## src/rtl/regfile_wb_arbiter_pkg.sv

```systemverilog
// Shared register-file constants and the writeback request record.
// Imported by the writeback arbiter and its bench.
package regfile_pkg;
  localparam int REG_ADDR_W = 5;
  localparam int REG_DATA_W = 32;
  localparam int REG_COUNT  = 32;
  localparam int REG_ZERO   = 0;

  typedef struct packed {
    logic [REG_ADDR_W-1:0] addr;
    logic [REG_DATA_W-1:0] data;
  } wb_req_t;
endpackage

```

## src/rtl/regfile_wb_arbiter_if.sv

```systemverilog
// Writeback bus between the execution units and the register-file write port.
// Optional REGARB_SCOREBOARD_EN adds the reservation inputs and the busy vector.
interface regfile_wb_arbiter_if #(
  parameter int NUM_REQ = 3,
  parameter int DATA_W  = 32,
  parameter int ADDR_W  = 5
);
  localparam int ID_W = $clog2(NUM_REQ);

  logic [NUM_REQ-1:0]        req_valid;
  logic [NUM_REQ*ADDR_W-1:0] req_addr;
  logic [NUM_REQ*DATA_W-1:0] req_data;
  logic [NUM_REQ-1:0]        req_ready;
  logic                      RegWrite;
  logic [ADDR_W-1:0]         WriteRegister;
  logic [DATA_W-1:0]         WriteData;
  logic [ID_W-1:0]           grant_id;
`ifdef REGARB_SCOREBOARD_EN
  logic                      rsv_valid;
  logic [ADDR_W-1:0]         rsv_addr;
  logic [(2**ADDR_W)-1:0]    busy;

  modport slave (
    input  req_valid, req_addr, req_data, rsv_valid, rsv_addr,
    output req_ready, RegWrite, WriteRegister, WriteData, grant_id, busy
  );
  modport master (
    output req_valid, req_addr, req_data, rsv_valid, rsv_addr,
    input  req_ready, RegWrite, WriteRegister, WriteData, grant_id, busy
  );
`else
  modport slave (
    input  req_valid, req_addr, req_data,
    output req_ready, RegWrite, WriteRegister, WriteData, grant_id
  );
  modport master (
    output req_valid, req_addr, req_data,
    input  req_ready, RegWrite, WriteRegister, WriteData, grant_id
  );
`endif
endinterface

```

## src/rtl/regfile_wb_arbiter_rr.sv

```systemverilog
// Round-robin priority picker: first valid at or above rr_ptr (modulo N) wins.
// Purely combinational; the caller owns the pointer.
module rr_arbiter #(
  parameter int N     = 3,
  parameter int IDX_W = $clog2(N)
) (
  input  logic [N-1:0]     valid,
  input  logic [IDX_W-1:0] rr_ptr,
  output logic [N-1:0]     grant,
  output logic [IDX_W-1:0] grant_idx,
  output logic             any_grant
);
  logic [IDX_W-1:0] cand_idx [N];
  logic [N-1:0]     cand_vld;

  // Candidate gi is the requester gi places after the pointer, wrapped at N.
  genvar gi;
  generate
    for (gi = 0; gi < N; gi++) begin : g_cand
      logic [IDX_W:0] sum;
      assign sum          = {1'b0, rr_ptr} + (IDX_W+1)'(gi);
      assign cand_idx[gi] = (sum >= (IDX_W+1)'(N)) ? IDX_W'(sum - (IDX_W+1)'(N)) : IDX_W'(sum);
      assign cand_vld[gi] = valid[cand_idx[gi]];
    end
  endgenerate

  always_comb begin
    grant_idx = '0;
    any_grant = 1'b0;
    for (int k = N - 1; k >= 0; k--) begin
      if (cand_vld[k]) begin
        grant_idx = cand_idx[k];
        any_grant = 1'b1;
      end
    end
    grant = any_grant ? (N'(1) << grant_idx) : '0;
  end
endmodule

```

## src/rtl/regfile_wb_arbiter.sv

```systemverilog
// Writeback arbiter: round-robin share of the register-file write port, 1-cycle latency.
// Define REGARB_SCOREBOARD_EN to add the per-register busy scoreboard.
module regfile_wb_arbiter
  import regfile_pkg::*;
#(
  parameter int NUM_REQ = 3,
  parameter int DATA_W  = REG_DATA_W,
  parameter int ADDR_W  = REG_ADDR_W
) (
  input  logic                 clk,
  input  logic                 reset,
  regfile_wb_arbiter_if.slave  bus
);
  localparam int ID_W = $clog2(NUM_REQ);

  logic [ID_W-1:0]    rr_ptr_reg, rr_ptr_next;
  logic               we_reg;
  logic [ADDR_W-1:0]  addr_reg;
  logic [DATA_W-1:0]  data_reg;
  logic [ID_W-1:0]    gid_reg;

  logic [NUM_REQ-1:0] arb_valid, arb_grant;
  logic [ID_W-1:0]    arb_idx;
  logic               arb_any;
  logic [ADDR_W-1:0]  sel_addr;
  logic [DATA_W-1:0]  sel_data;

  // Requests are invisible during reset so nothing is accepted on that edge.
  assign arb_valid = bus.req_valid & {NUM_REQ{~reset}};

  rr_arbiter #(.N(NUM_REQ), .IDX_W(ID_W)) u_rr (
    .valid     (arb_valid),
    .rr_ptr    (rr_ptr_reg),
    .grant     (arb_grant),
    .grant_idx (arb_idx),
    .any_grant (arb_any)
  );

  assign bus.req_ready = arb_grant;
  assign sel_addr      = bus.req_addr[arb_idx*ADDR_W +: ADDR_W];
  assign sel_data      = bus.req_data[arb_idx*DATA_W +: DATA_W];

  always_comb begin
    rr_ptr_next = rr_ptr_reg;
    if (arb_any) begin
      rr_ptr_next = (arb_idx == ID_W'(NUM_REQ - 1)) ? '0 : arb_idx + ID_W'(1);
    end
  end

  always_ff @(posedge clk) begin
    if (reset) begin
      rr_ptr_reg <= '0;
      we_reg     <= 1'b0;
      addr_reg   <= '0;
      data_reg   <= '0;
      gid_reg    <= '0;
    end else begin
      rr_ptr_reg <= rr_ptr_next;
      // Writes to register 0 complete the handshake but never enable the port.
      we_reg     <= arb_any && (sel_addr != ADDR_W'(REG_ZERO));
      if (arb_any) begin
        addr_reg <= sel_addr;
        data_reg <= sel_data;
        gid_reg  <= arb_idx;
      end
    end
  end

  assign bus.RegWrite      = we_reg;
  assign bus.WriteRegister = addr_reg;
  assign bus.WriteData     = data_reg;
  assign bus.grant_id      = gid_reg;

`ifdef REGARB_SCOREBOARD_EN
  localparam int NREG = 2 ** ADDR_W;
  logic [NREG-1:0] busy_reg, busy_next;

  // A reservation landing on the same edge as the retiring write keeps the register busy.
  genvar gi;
  generate
    for (gi = 0; gi < NREG; gi++) begin : g_busy
      if (gi == REG_ZERO) begin : g_zero
        assign busy_next[gi] = 1'b0;
      end else begin : g_reg
        assign busy_next[gi] =
            (bus.rsv_valid && bus.rsv_addr == ADDR_W'(gi)) ? 1'b1 :
            (we_reg && addr_reg == ADDR_W'(gi))            ? 1'b0 :
                                                             busy_reg[gi];
      end
    end
  endgenerate

  always_ff @(posedge clk) begin
    if (reset) busy_reg <= '0;
    else       busy_reg <= busy_next;
  end

  assign bus.busy = busy_reg;
`endif
endmodule

```

## src/flat_wrapper.sv

```systemverilog
// flat-port wrapper written by rule: the top's interface ports become plain ports
module regfile_wb_arbiter_flat import regfile_pkg::*;
#(
  parameter int NUM_REQ = 3,
  parameter int DATA_W  = REG_DATA_W,
  parameter int ADDR_W  = REG_ADDR_W
)
  (clk, reset, bus_req_valid, bus_req_addr, bus_req_data, bus_req_ready, bus_RegWrite, bus_WriteRegister, bus_WriteData, bus_grant_id);
  regfile_wb_arbiter_if #(.NUM_REQ(NUM_REQ), .DATA_W(DATA_W), .ADDR_W(ADDR_W)) bus_i ();
  input  logic clk;
  input  logic reset;
  input wire logic [$bits(bus_i.req_valid)-1:0] bus_req_valid;
  input wire logic [$bits(bus_i.req_addr)-1:0] bus_req_addr;
  input wire logic [$bits(bus_i.req_data)-1:0] bus_req_data;
  output wire logic [$bits(bus_i.req_ready)-1:0] bus_req_ready;
  output wire logic [$bits(bus_i.RegWrite)-1:0] bus_RegWrite;
  output wire logic [$bits(bus_i.WriteRegister)-1:0] bus_WriteRegister;
  output wire logic [$bits(bus_i.WriteData)-1:0] bus_WriteData;
  output wire logic [$bits(bus_i.grant_id)-1:0] bus_grant_id;
  assign bus_i.req_valid = bus_req_valid;
  assign bus_i.req_addr = bus_req_addr;
  assign bus_i.req_data = bus_req_data;
  assign bus_req_ready = bus_i.req_ready;
  assign bus_RegWrite = bus_i.RegWrite;
  assign bus_WriteRegister = bus_i.WriteRegister;
  assign bus_WriteData = bus_i.WriteData;
  assign bus_grant_id = bus_i.grant_id;
  regfile_wb_arbiter #(.NUM_REQ(NUM_REQ), .DATA_W(DATA_W), .ADDR_W(ADDR_W)) u_core (.clk(clk), .reset(reset), .bus(bus_i));
endmodule
```

## config.mk

```make
export PLATFORM = sky130hd
export DESIGN_NAME = regfile_wb_arbiter_flat
export DESIGN_NICKNAME = d
export VERILOG_FILES = /design/src/rtl/regfile_wb_arbiter_pkg.sv /design/src/rtl/regfile_wb_arbiter_if.sv /design/src/rtl/regfile_wb_arbiter_rr.sv /design/src/rtl/regfile_wb_arbiter.sv /design/src/flat_wrapper.sv
export SDC_FILE = /design/constraint.sdc
export NUM_CORES = 1
export LEC_CHECK = 0
export CAP_MARGIN = 15
export CORE_MARGIN = 4
export CORE_UTILIZATION = 39
export CTS_BUF_LIST = sky130_fd_sc_hd__clkbuf_16
export CTS_CLUSTER_SIZE = 30
export DETAILED_ROUTE_END_ITERATION = 7
export PLACE_DENSITY = 0.87
export SKIP_LAST_GASP = 1
export SLEW_MARGIN = 20
export SYNTH_ARGS = -nofsm -noshare
export SYNTH_HDL_FRONTEND = slang
export SYNTH_SLANG_ARGS = --single-unit
```

## constraint.sdc

```tcl
create_clock -name clk -period 6 [get_ports clk]
set_clock_uncertainty 0.15 [all_clocks]
set_input_delay 0.6 -clock clk [delete_from_list [all_inputs] [get_ports clk]]
set_output_delay 0.6 -clock clk [all_outputs]
set_load 0.02 [all_outputs]
```

==> results.yml, run 1 <==
run_status:
  outcome: "completed"
critical_path:
  worstSetupPathType: "input pin to output pin"
  crit_path_max_incr_delay_ns: 0.70
  crit_fanout: 43
  worstReg2RegStart: "u_core.rr_ptr_reg[0]$_SDFFE_PP0P_"
  r2r_slack_ns: 2.99
  critPathCaptureType: "output pin"
  cp_common_cell: "clkdlybuf4s50_1"
  slowest_stage: "clkdlybuf4s50_1"
  cp.arrival_ns: 3.55
  crit_required_ns: 5.25
  start_kind: "input pin"
  cp-startpoint: "reset"
  cp_cell_sequence: "clkdlybuf4s50_1 -> and4b_1 -> nand2_2 -> inv_2 -> nor3_1 -> clkdlybuf4s50_1"
clocking:
  cts_max_level: 2
  clk_pin_slew_ns: 0.06
  cts.repair.resized: 0
  post_cts_buffers: 0
  cts_sinks: 42
  cts_buffers: 5
  cts_hold_buf: 0
  cts_root_buf: "clkbuf_16"
  clk_path_buf_depth: 2
  clock_insertion_delay_worst_skew_ns: 0.27
  cts_tree: "done"
floorplan:
  core_area_um2: 5890
  die_h_um: 85.8
  rows: 28
  dieArea_um2: 7370
  initial_core_util_pct: 40.1
  num_io_pins: 159
  die_x_um: 85.8
sta:
  relSlewSlack_pct: 31.5
  worstMarginPinSlew_ns: 1.03
  rsz0062_at_grt: "no"
  period_needed_ns: 4.30
  slew_viol_final: 0
  max_clock_freq_mhz: 232
  setup_viol: 0
  finalHoldViolations: 0
  holdWs_ns: 0.296
  finalCritPeriodShare_pct: 71.7
  setup_tns_ns: 0
place:
  numPortBuffers: 158
  routabilityCongestion: 0.828
  hpwl_mm: 6.01
cells_and_area:
  layout-drive-gt1-share_pct: 4.08
  final_common_cell: "clkdlybuf4s50_1"
  n_antenna_cell: 0
  area_growth_pct: 70.9
  largest_register_ffs: 32
  fillCellCount: 492
  nets: 558
  final_cell_mix: "clkdlybuf4s50_1 (158), dfxtp_1 (42), nand2_1 (40)"
logic_synthesis:
  synth_fp_nets: 421
  synth_enable_flop_cells: 0
  yosysSeqAreaShare_pct: 35.6
  synth_top_family_by_area: "compound AO/OA/AOI/OAI gates"
  synth_top_flop_cell: "dfxtp_1"
  syn_avg_cell_area_um2: 7.80
  synth_area_leaders: "dfxtp_1 (36%), a211oi_1 (11%), and3_1 (9.3%)"
  synth_cells: 303
  synthXorXnorAreaFrac_pct: 0
  synthAdderAreaFrac_pct: 1.06
  ys_warn_count: 0
  synth_top_area_share_pct: 35.6
  ys_ff_latch: 42
  synth_area_um2: 2360
  synthSimpleGateAreaFrac_pct: 23.0
  async_flop_share_pct: 0
  synth_largest_area_cell: "dfxtp_1"
  yosys.cell_types.count: 37
  synthMuxAreaShare_pct: 0.424
  synth_compound_area_share_pct: 32.7
detailed_routing:
  drt_iter0_drc: 193
  drc: 0
  wire_per_inst_um: 16.4
  first_pass_iters: 4
  final_antenna_net_count: 0
  num_vias: 2830
  avgViaCountPerCell: 5.48
  drt_wl_total_mm: 8.46
global_routing:
  grtUsageTotal_pct: 22.0
  grt.overflow.total: 0
  grt_pass1_wl_mm: 13.2
  grt_antenna_before_repair: 0
  grt_pass1_vias: 2666
  grt_max_degree: 44
worst_hold_path:
  min_path_type: "flip-flop to flip-flop"
  hp-start: "u_core.bus.WriteData[6]$_SDFFE_PP0P_"
job:
  max_cap_viol_count: 0
power:
  peakVddDrop_mv: 0.146
  p_leak_nw: 1.55
  powerDensity_nw_per_um2: 245
## cells in the mapped netlist (3+ instances only)
cell	count
dfxtp_1	42
nand2_1	40
a211oi_1	35
and3_1	35
o21ai_0	35
o21ai_1	35
buf_2	13
clkbuf_1	11
a21oi_1	7
nor2_1	5
buf_6	3
nand3_1	3
nor3_1	3
## cell families (layout without fill, tap and decap cells)
kind of cell / after synthesis / after routing
adders and majority gates: 2 / 2
DFF: 42 / 42
muxes: 1 / 1
buffers and inverters: 33 / 171
AOI/OAI and AO/OA: 123 / 123
and+or+nand+nor: 102 / 102
## critical path, delay by kind of cell
kind                   cells  cell delay [ns]
buffers and inverters      3             1.82
AND/OR/NAND/NOR            3             1.08
## final cells by class
cell class / instances / area (µm²) / share of cell area, %
repair buffers: 159 / 1590 / 39.4
multi-input cells: 228 / 1360 / 33.7
flip-flops and latches: 42 / 841 / 20.8
clock buffers: 5 / 125 / 3.10
well taps: 75 / 93.8 / 2.32
inverters: 4 / 15.0 / 0.372
clock inverters: 3 / 12.5 / 0.310
## layer usage
metal / GRT usage (%) / part of all wire, % / vias up / wire length (µm)
li1: - / - / 1383 / -
met1: 27.6 / 39 / 1301 / 3340
met2: 38.8 / 51 / 140 / 4290
met3: 5.28 / 9.0 / 6 / 765
met4: 3.74 / 0.84 / 0 / 71
met5: 0 / 0 / - / 0
## stage by stage
stage | setup WS, ns | power [mW] | cell area, µm² | std cells | utilization, %
floorplan | 3.27 | 0.552 | 2360 | 303 | -
global route | 1.46 | 1.04 | 4040 | 516 | 68.6
detailed placement | 1.76 | 0.739 | 3900 | 508 | 66.2
global placement | 1.83 | 0.732 | 3900 | 508 | 66.2
CTS | 1.74 | 0.994 | 4040 | 516 | 68.6
finish | 1.70 | 0.989 | 4040 | 516 | 68.6
## power by group
part | total, mW | switching (mW) | leakage (nW) | internal (mW)
clock network | 0.254 | 0.104 | 0.0724 | 0.150
logic | 0.388 | 0.194 | 1.13 | 0.194
registers | 0.346 | 0.0225 | 0.348 | 0.324
## final timing paths
path                                     endpoint  cells after the start
max                              bus_req_ready[0]                      6
min          u_core.bus.WriteData[6]$_SDFFE_PP0P_                      2
max reg2reg        u_core.bus.RegWrite$_SDFF_PP0_                      8
min reg2reg  u_core.bus.WriteData[6]$_SDFFE_PP0P_                      2
No activity file was read; power rests on OpenSTA's default activity.
==> run 2: changes to the inputs <==
--- a/config.mk
+++ b/config.mk
@@ -7,11 +7,11 @@
 export LEC_CHECK = 0
 export CAP_MARGIN = 15
 export CORE_MARGIN = 4
-export CORE_UTILIZATION = 39
+export CORE_UTILIZATION = 32
 export CTS_BUF_LIST = sky130_fd_sc_hd__clkbuf_16
 export CTS_CLUSTER_SIZE = 30
 export DETAILED_ROUTE_END_ITERATION = 7
-export PLACE_DENSITY = 0.87
+export PLACE_DENSITY = 0.76
 export SKIP_LAST_GASP = 1
 export SLEW_MARGIN = 20
 export SYNTH_ARGS = -nofsm -noshare
==> constraint.sdc (replaced) <==
create_clock -name clk -period 3.9 [get_ports clk]
set_clock_uncertainty 0.15 [all_clocks]
set_input_delay 0.39 -clock clk [delete_from_list [all_inputs] [get_ports clk]]
set_output_delay 0.39 -clock clk [all_outputs]
set_load 0.02 [all_outputs]
==> run 2 against run 1 <==
  * Clock power is 86% higher
  * Highest routed layer unchanged
  * Register-to-register slack worse by 1.7 ns
  * Critical path type is now flip-flop to output pin
  * Die area is 20% higher
  * Non-clock buffer count is 4 higher
  * Combinational power is 56% higher
  * Global-route usage is 3.0 points lower
  * Final area is 2.2% higher
  * Utilization is 11 points lower
==> results.yml, run 2 (synthesized netlist as in run 1, its figures left out) <==
clocking:
  clk_pin_slew_ns: 0.07
  clock_insertion_delay_worst_skew_ns: 0.27
  cts_hold_buf: 0
  cts_tree: "done"
  cts_buffers: 5
  post_cts_buffers: 0
  cts_root_buf: "clkbuf_16"
  cts.repair.resized: 0
  cts_sinks: 42
  cts_max_level: 2
  clk_path_buf_depth: 2
sta:
  relSlewSlack_pct: 29.8
  setup_tns_ns: 0
  finalCritPeriodShare_pct: 89.5
  finalHoldViolations: 0
  slew_viol_final: 0
  setup_viol: 0
  worstMarginPinSlew_ns: 1.05
  max_clock_freq_mhz: 286
  rsz0062_at_grt: "no"
  period_needed_ns: 3.49
cells_and_area:
  layout-drive-gt1-share_pct: 5.17
  area_growth_pct: 74.7
  final_common_cell: "clkdlybuf4s50_1"
  n_antenna_cell: 0
  nets: 562
  largest_register_ffs: 32
  final_cell_mix: "clkdlybuf4s50_1 (158), dfxtp_1 (42), nand2_1 (40)"
critical_path:
  cp_common_cell: "nor3_1"
  worstSetupPathType: "flip-flop to output pin"
  worstReg2RegStart: "u_core.rr_ptr_reg[0]$_SDFFE_PP0P_"
  critPathCaptureType: "output pin"
  start_kind: "flip-flop"
  crit_fanout: 7
  r2r_slack_ns: 1.33
  cp.arrival_ns: 2.95
  timing.critical_path.buf_inv: 2
  crit_required_ns: 3.36
  crit_path_max_incr_delay_ns: 0.66
  cp_cell_sequence: "inv_1 -> ha_1 -> nor3_1 -> o21bai_1 -> nand3_1 -> or2_1 -> nor3_1 -> clkdlybuf4s50_1"
  slowest_stage: "clkdlybuf4s50_1"
  r2r-end: "u_core.bus.RegWrite$_SDFF_PP0_"
  cp_top_family: "simple AND/OR/NAND/NOR gates"
  reg2reg_depth: 8
power:
  pwr-share-comb_pct: 37.7
  peakVddDrop_mv: 0.190
  powerDensity_nw_per_um2: 390
  power_mw: 1.61
  netSwitchingFraction_pct: 31.5
  pwr-share-seq_pct: 33.0
  p_leak_nw: 1.58
  internal-power_mw: 1.10
  p_sw_uw: 507
  clkPwrFrac_pct: 29.3
job:
  max_cap_viol_count: 0
detailed_routing:
  num_vias: 2811
  drt_wl_total_mm: 8.64
  final_antenna_net_count: 0
  avgViaCountPerCell: 5.17
  first_pass_iters: 4
  drt_iter0_drc: 92
  wire_per_inst_um: 15.9
  drc: 0
global_routing:
  grt_antenna_before_repair: 0
  grt.overflow.total: 0
  grt_pass1_vias: 2684
  grtUsageTotal_pct: 19.0
  grt_pass1_wl_mm: 13.5
  grt_max_degree: 42
place:
  hpwl_mm: 6.15
  routabilityCongestion: 0.791
  numPortBuffers: 158
floorplan:
  die_x_um: 93.9
  initial_core_util_pct: 32.7
  num_io_pins: 159
  core_area_um2: 7210
  die_h_um: 93.9
  rows: 31
  dieArea_um2: 8820
run_status:
  outcome: "completed"
worst_hold_path:
  hp-start: "u_core.bus.WriteRegister[2]$_SDFFE_PP0P_"
  min_path_cells: 2
  min_path_type: "flip-flop to flip-flop"
  hold_path_end: "u_core.bus.WriteRegister[2]$_SDFFE_PP0P_"
-- run 2: changes by cell type in the layout (fill, tap and decap cells not counted), sizes merged --
cell	delta
buf	+4
bufinv	+1
clkinv	-1
-- run 2: how the worst max path moves through the flow --
stage | startpoint | end | cells past startpoint
after detailed placement | bus_req_valid[1] | bus_req_ready[0] | 7
final | u_core.rr_ptr_reg[0]$_SDFFE_PP0P_ | bus_req_ready[0] | 8
after global placement | bus_req_valid[1] | bus_req_ready[0] | 7
after floorplan | u_core.rr_ptr_reg[0]$_SDFFE_PP0P_ | bus_req_ready[0] | 8
after CTS | u_core.rr_ptr_reg[0]$_SDFFE_PP0P_ | bus_req_ready[0] | 8
after global routing | u_core.rr_ptr_reg[0]$_SDFFE_PP0P_ | bus_req_ready[0] | 8
-- run 2: tightest hold or removal path, cell delays in order, from the launching register on --
cell and delay (ns):
dfxtp_1 0.31, nand2_1 0.05, nand2_1 0.04
-- run 2: power by group through the flow --
stage	Combinational (mW)	Sequential, mW	Clock [mW]
after floorplan	0.229	0.620	0
after global placement	0.599	0.538	0
after detailed placement	0.607	0.541	0
after CTS	0.610	0.532	0.487
after global routing	0.652	0.541	0.511
final	0.607	0.531	0.473
-- run 2: per-stage QoR --
stage	util (%)	std cells	hold slack, ns	instance area, µm²	worst slack [ns]
6_report	57.2	544	0.294	4130	0.409
5_1_grt	57.2	544	0.318	4130	0.220
4_1_cts	57.2	544	0.297	4130	0.447
3_5_place_dp	54.9	536	0.286	3960	0.554
3_3_place_gp	54.9	536	0.285	3960	0.662
2_1_floorplan	-	303	0.304	2360	1.38
-- run 2: metal layers --
metal	track usage, %	share of wire (%)	up-vias
met1	24.6	42	1310
met5	0	0	-
met4	3.01	0.82	0
met2	32.4	50	103
met3	4.73	7.2	9
li1	-	-	1389
-- run 2: cell type report --
type	instances	area, µm²
fill	688	3090
timing repair buffer	163	1620
multi-input combinational	228	1360
sequential	42	841
clock buffer	5	125
tap	99	124
clock inverter	3	43.8
inverter	4	15.0
==> run 3: changes to the inputs <==
==> constraint.sdc (replaced) <==
create_clock -name clk -period 3.9 [get_ports clk]
set_clock_uncertainty 0.15 [all_clocks]
set_input_delay 0.39 -clock clk [delete_from_list [all_inputs] [get_ports clk]]
set_output_delay 0.39 -clock clk [all_outputs]
set_load 0.01 [all_outputs]
==> run 3 against run 2 <==
  * Global-route usage decreased by 0.55 points
  * Combinational power fell by 9.7%
  * Sequential share of layout area up 0.16 points
  * Power down 8.8%
  * Non-clock buffer count stayed put
  * Critical path depth is the same
  * Setup slack gained 0.18 ns
  * Cell count did not move
  * Largest cell class unchanged
==> results.yml, run 3 (synthesized netlist as in run 1, its figures left out) <==
job:
  max_cap_viol_count: 0
critical_path:
  crit_fanout: 7
  r2r-end: "u_core.bus.RegWrite$_SDFF_PP0_"
  cp_cell_sequence: "inv_1 -> ha_1 -> nor3_1 -> o21bai_1 -> nand3_1 -> or2_1 -> nor3_1 -> clkdlybuf4s50_1"
  worstSetupPathType: "flip-flop to output pin"
  crit_required_ns: 3.36
  r2r_slack_ns: 1.33
  worstReg2RegStart: "u_core.rr_ptr_reg[0]$_SDFFE_PP0P_"
  cp.arrival_ns: 2.78
  slowest_stage: "clkdlybuf4s50_1"
  critPathCaptureType: "output pin"
  cp_common_cell: "nor3_1"
  start_kind: "flip-flop"
  reg2reg_depth: 8
  crit_path_max_incr_delay_ns: 0.57
clocking:
  clk_pin_slew_ns: 0.06
  cts_root_buf: "clkbuf_16"
  cts_tree: "done"
  cts_max_level: 2
  cts_sinks: 42
  cts.repair.resized: 0
  cts_hold_buf: 0
  clock_insertion_delay_worst_skew_ns: 0.27
  clk_path_buf_depth: 2
  cts_buffers: 5
  post_cts_buffers: 0
floorplan:
  core_area_um2: 7210
  rows: 31
  die_h_um: 93.9
  die_x_um: 93.9
  num_io_pins: 159
  initial_core_util_pct: 32.7
  dieArea_um2: 8820
cells_and_area:
  nets: 562
  multi_input_area_um2: 1360
  layout-drive-gt1-share_pct: 4.72
  final_cell_mix: "clkdlybuf4s50_1 (158), dfxtp_1 (42), nand2_1 (40)"
  seq_area_um2: 841
  n_antenna_cell: 0
  final_common_cell: "clkdlybuf4s50_1"
  area_growth_pct: 73.4
  fillCellCount: 702
  largest_register_ffs: 32
power:
  p_sw_uw: 438
  internal-power_mw: 1.03
  powerDensity_nw_per_um2: 359
  pwr-share-comb_pct: 37.3
  peakVddDrop_mv: 0.217
  p_leak_nw: 1.57
  clkPwrFrac_pct: 26.6
  pwr-share-seq_pct: 36.1
  netSwitchingFraction_pct: 29.8
sta:
  setup_viol: 0
  finalHoldViolations: 0
  relSlewSlack_pct: 33.3
  worstMarginPinSlew_ns: 1.00
  holdWs_ns: 0.295
  rsz0062_at_grt: "no"
  finalCritPeriodShare_pct: 85.0
  period_needed_ns: 3.32
  max_clock_freq_mhz: 302
  slew_viol_final: 0
  setup_tns_ns: 0
place:
  numPortBuffers: 158
  hpwl_mm: 6.04
  routabilityCongestion: 0.832
worst_hold_path:
  hp-start: "u_core.bus.WriteData[30]$_SDFFE_PP0P_"
  min_path_cells: 2
  hold_path_end: "u_core.bus.WriteData[30]$_SDFFE_PP0P_"
  min_path_type: "flip-flop to flip-flop"
run_status:
  outcome: "completed"
detailed_routing:
  first_pass_iters: 4
  wire_per_inst_um: 15.3
  drt_iter0_drc: 93
  drc: 0
  final_antenna_net_count: 0
  drt_wl_total_mm: 8.31
  num_vias: 2735
  avgViaCountPerCell: 5.03
global_routing:
  grt_pass1_vias: 2687
  grt_pass1_wl_mm: 13.2
  grt_antenna_before_repair: 0
  grt.overflow.total: 0
  grt_max_degree: 43
  grtUsageTotal_pct: 18.4
==> run 3: cell count changes in the layout (fill, tap and decap cells not counted) <==
cell	previous run	this run
inv_1	2	3
clkinv_1	0	1
inv_6	1	0
bufinv_16	1	0
==> run 3: final cells by class <==
| cell class | instances | area share [%] |
|---|---|---|
| tap | 99 | 3.02 |
| inverter | 4 | 0.367 |
| clock buffer | 5 | 3.05 |
| sequential | 42 | 20.5 |
| clock inverter | 3 | 0.305 |
| timing repair buffer | 163 | 39.5 |
| multi-input combinational | 228 | 33.2 |
==> run 3: worst max path at each step <==
stage                                  end                              start  slack (ns)
after global placement    bus_req_ready[0]                   bus_req_valid[1]        0.74
after global routing      bus_req_ready[0]  u_core.rr_ptr_reg[0]$_SDFFE_PP0P_        0.44
after floorplan           bus_req_ready[0]  u_core.rr_ptr_reg[0]$_SDFFE_PP0P_        1.60
after CTS                 bus_req_ready[0]  u_core.rr_ptr_reg[0]$_SDFFE_PP0P_        0.58
after detailed placement  bus_req_ready[0]                   bus_req_valid[1]        0.69
final                     bus_req_ready[0]  u_core.rr_ptr_reg[0]$_SDFFE_PP0P_        0.58
==> run 3: through the flow <==
step	worst slack, ns	utilization (%)	std cells	instance area (µm²)	power (mW)
final	0.584	56.8	544	4100	1.47
after global routing	0.435	56.8	544	4100	1.56
after CTS	0.577	56.8	544	4100	1.49
after detailed placement	0.694	54.9	536	3960	1.09
after global placement	0.740	54.9	536	3960	1.08
after floorplan	1.60	-	303	2360	0.797
==> run 3: power by group through the flow <==
stage          clock network, mW  logic (mW)  registers [mW]
2_1_floorplan                  0       0.227           0.570
3_3_place_gp                   0       0.546           0.538
3_5_place_dp                   0       0.553           0.541
4_1_cts                    0.402       0.555           0.532
5_1_grt                    0.423       0.596           0.542
6_report                   0.390       0.548           0.531
==> run 3: critical path, delay by kind of cell, from the launching register on <==
family / cells / cell delay, ns
buffers and inverters: 2 / 0.63
AOI/OAI and AO/OA: 1 / 0.29
and+or+nand+nor: 4 / 0.85
adders and majority gates: 1 / 0.36
DFF: 1 / 0.36
==> run 3: metal layers <==
metal,up-vias,track usage (%),share of wire [%]
li1,1392,-,-
met1,1233,22.8,42
met2,108,33.3,51
met3,2,4.33,7.5
met4,0,2.29,0.20
met5,-,0,0
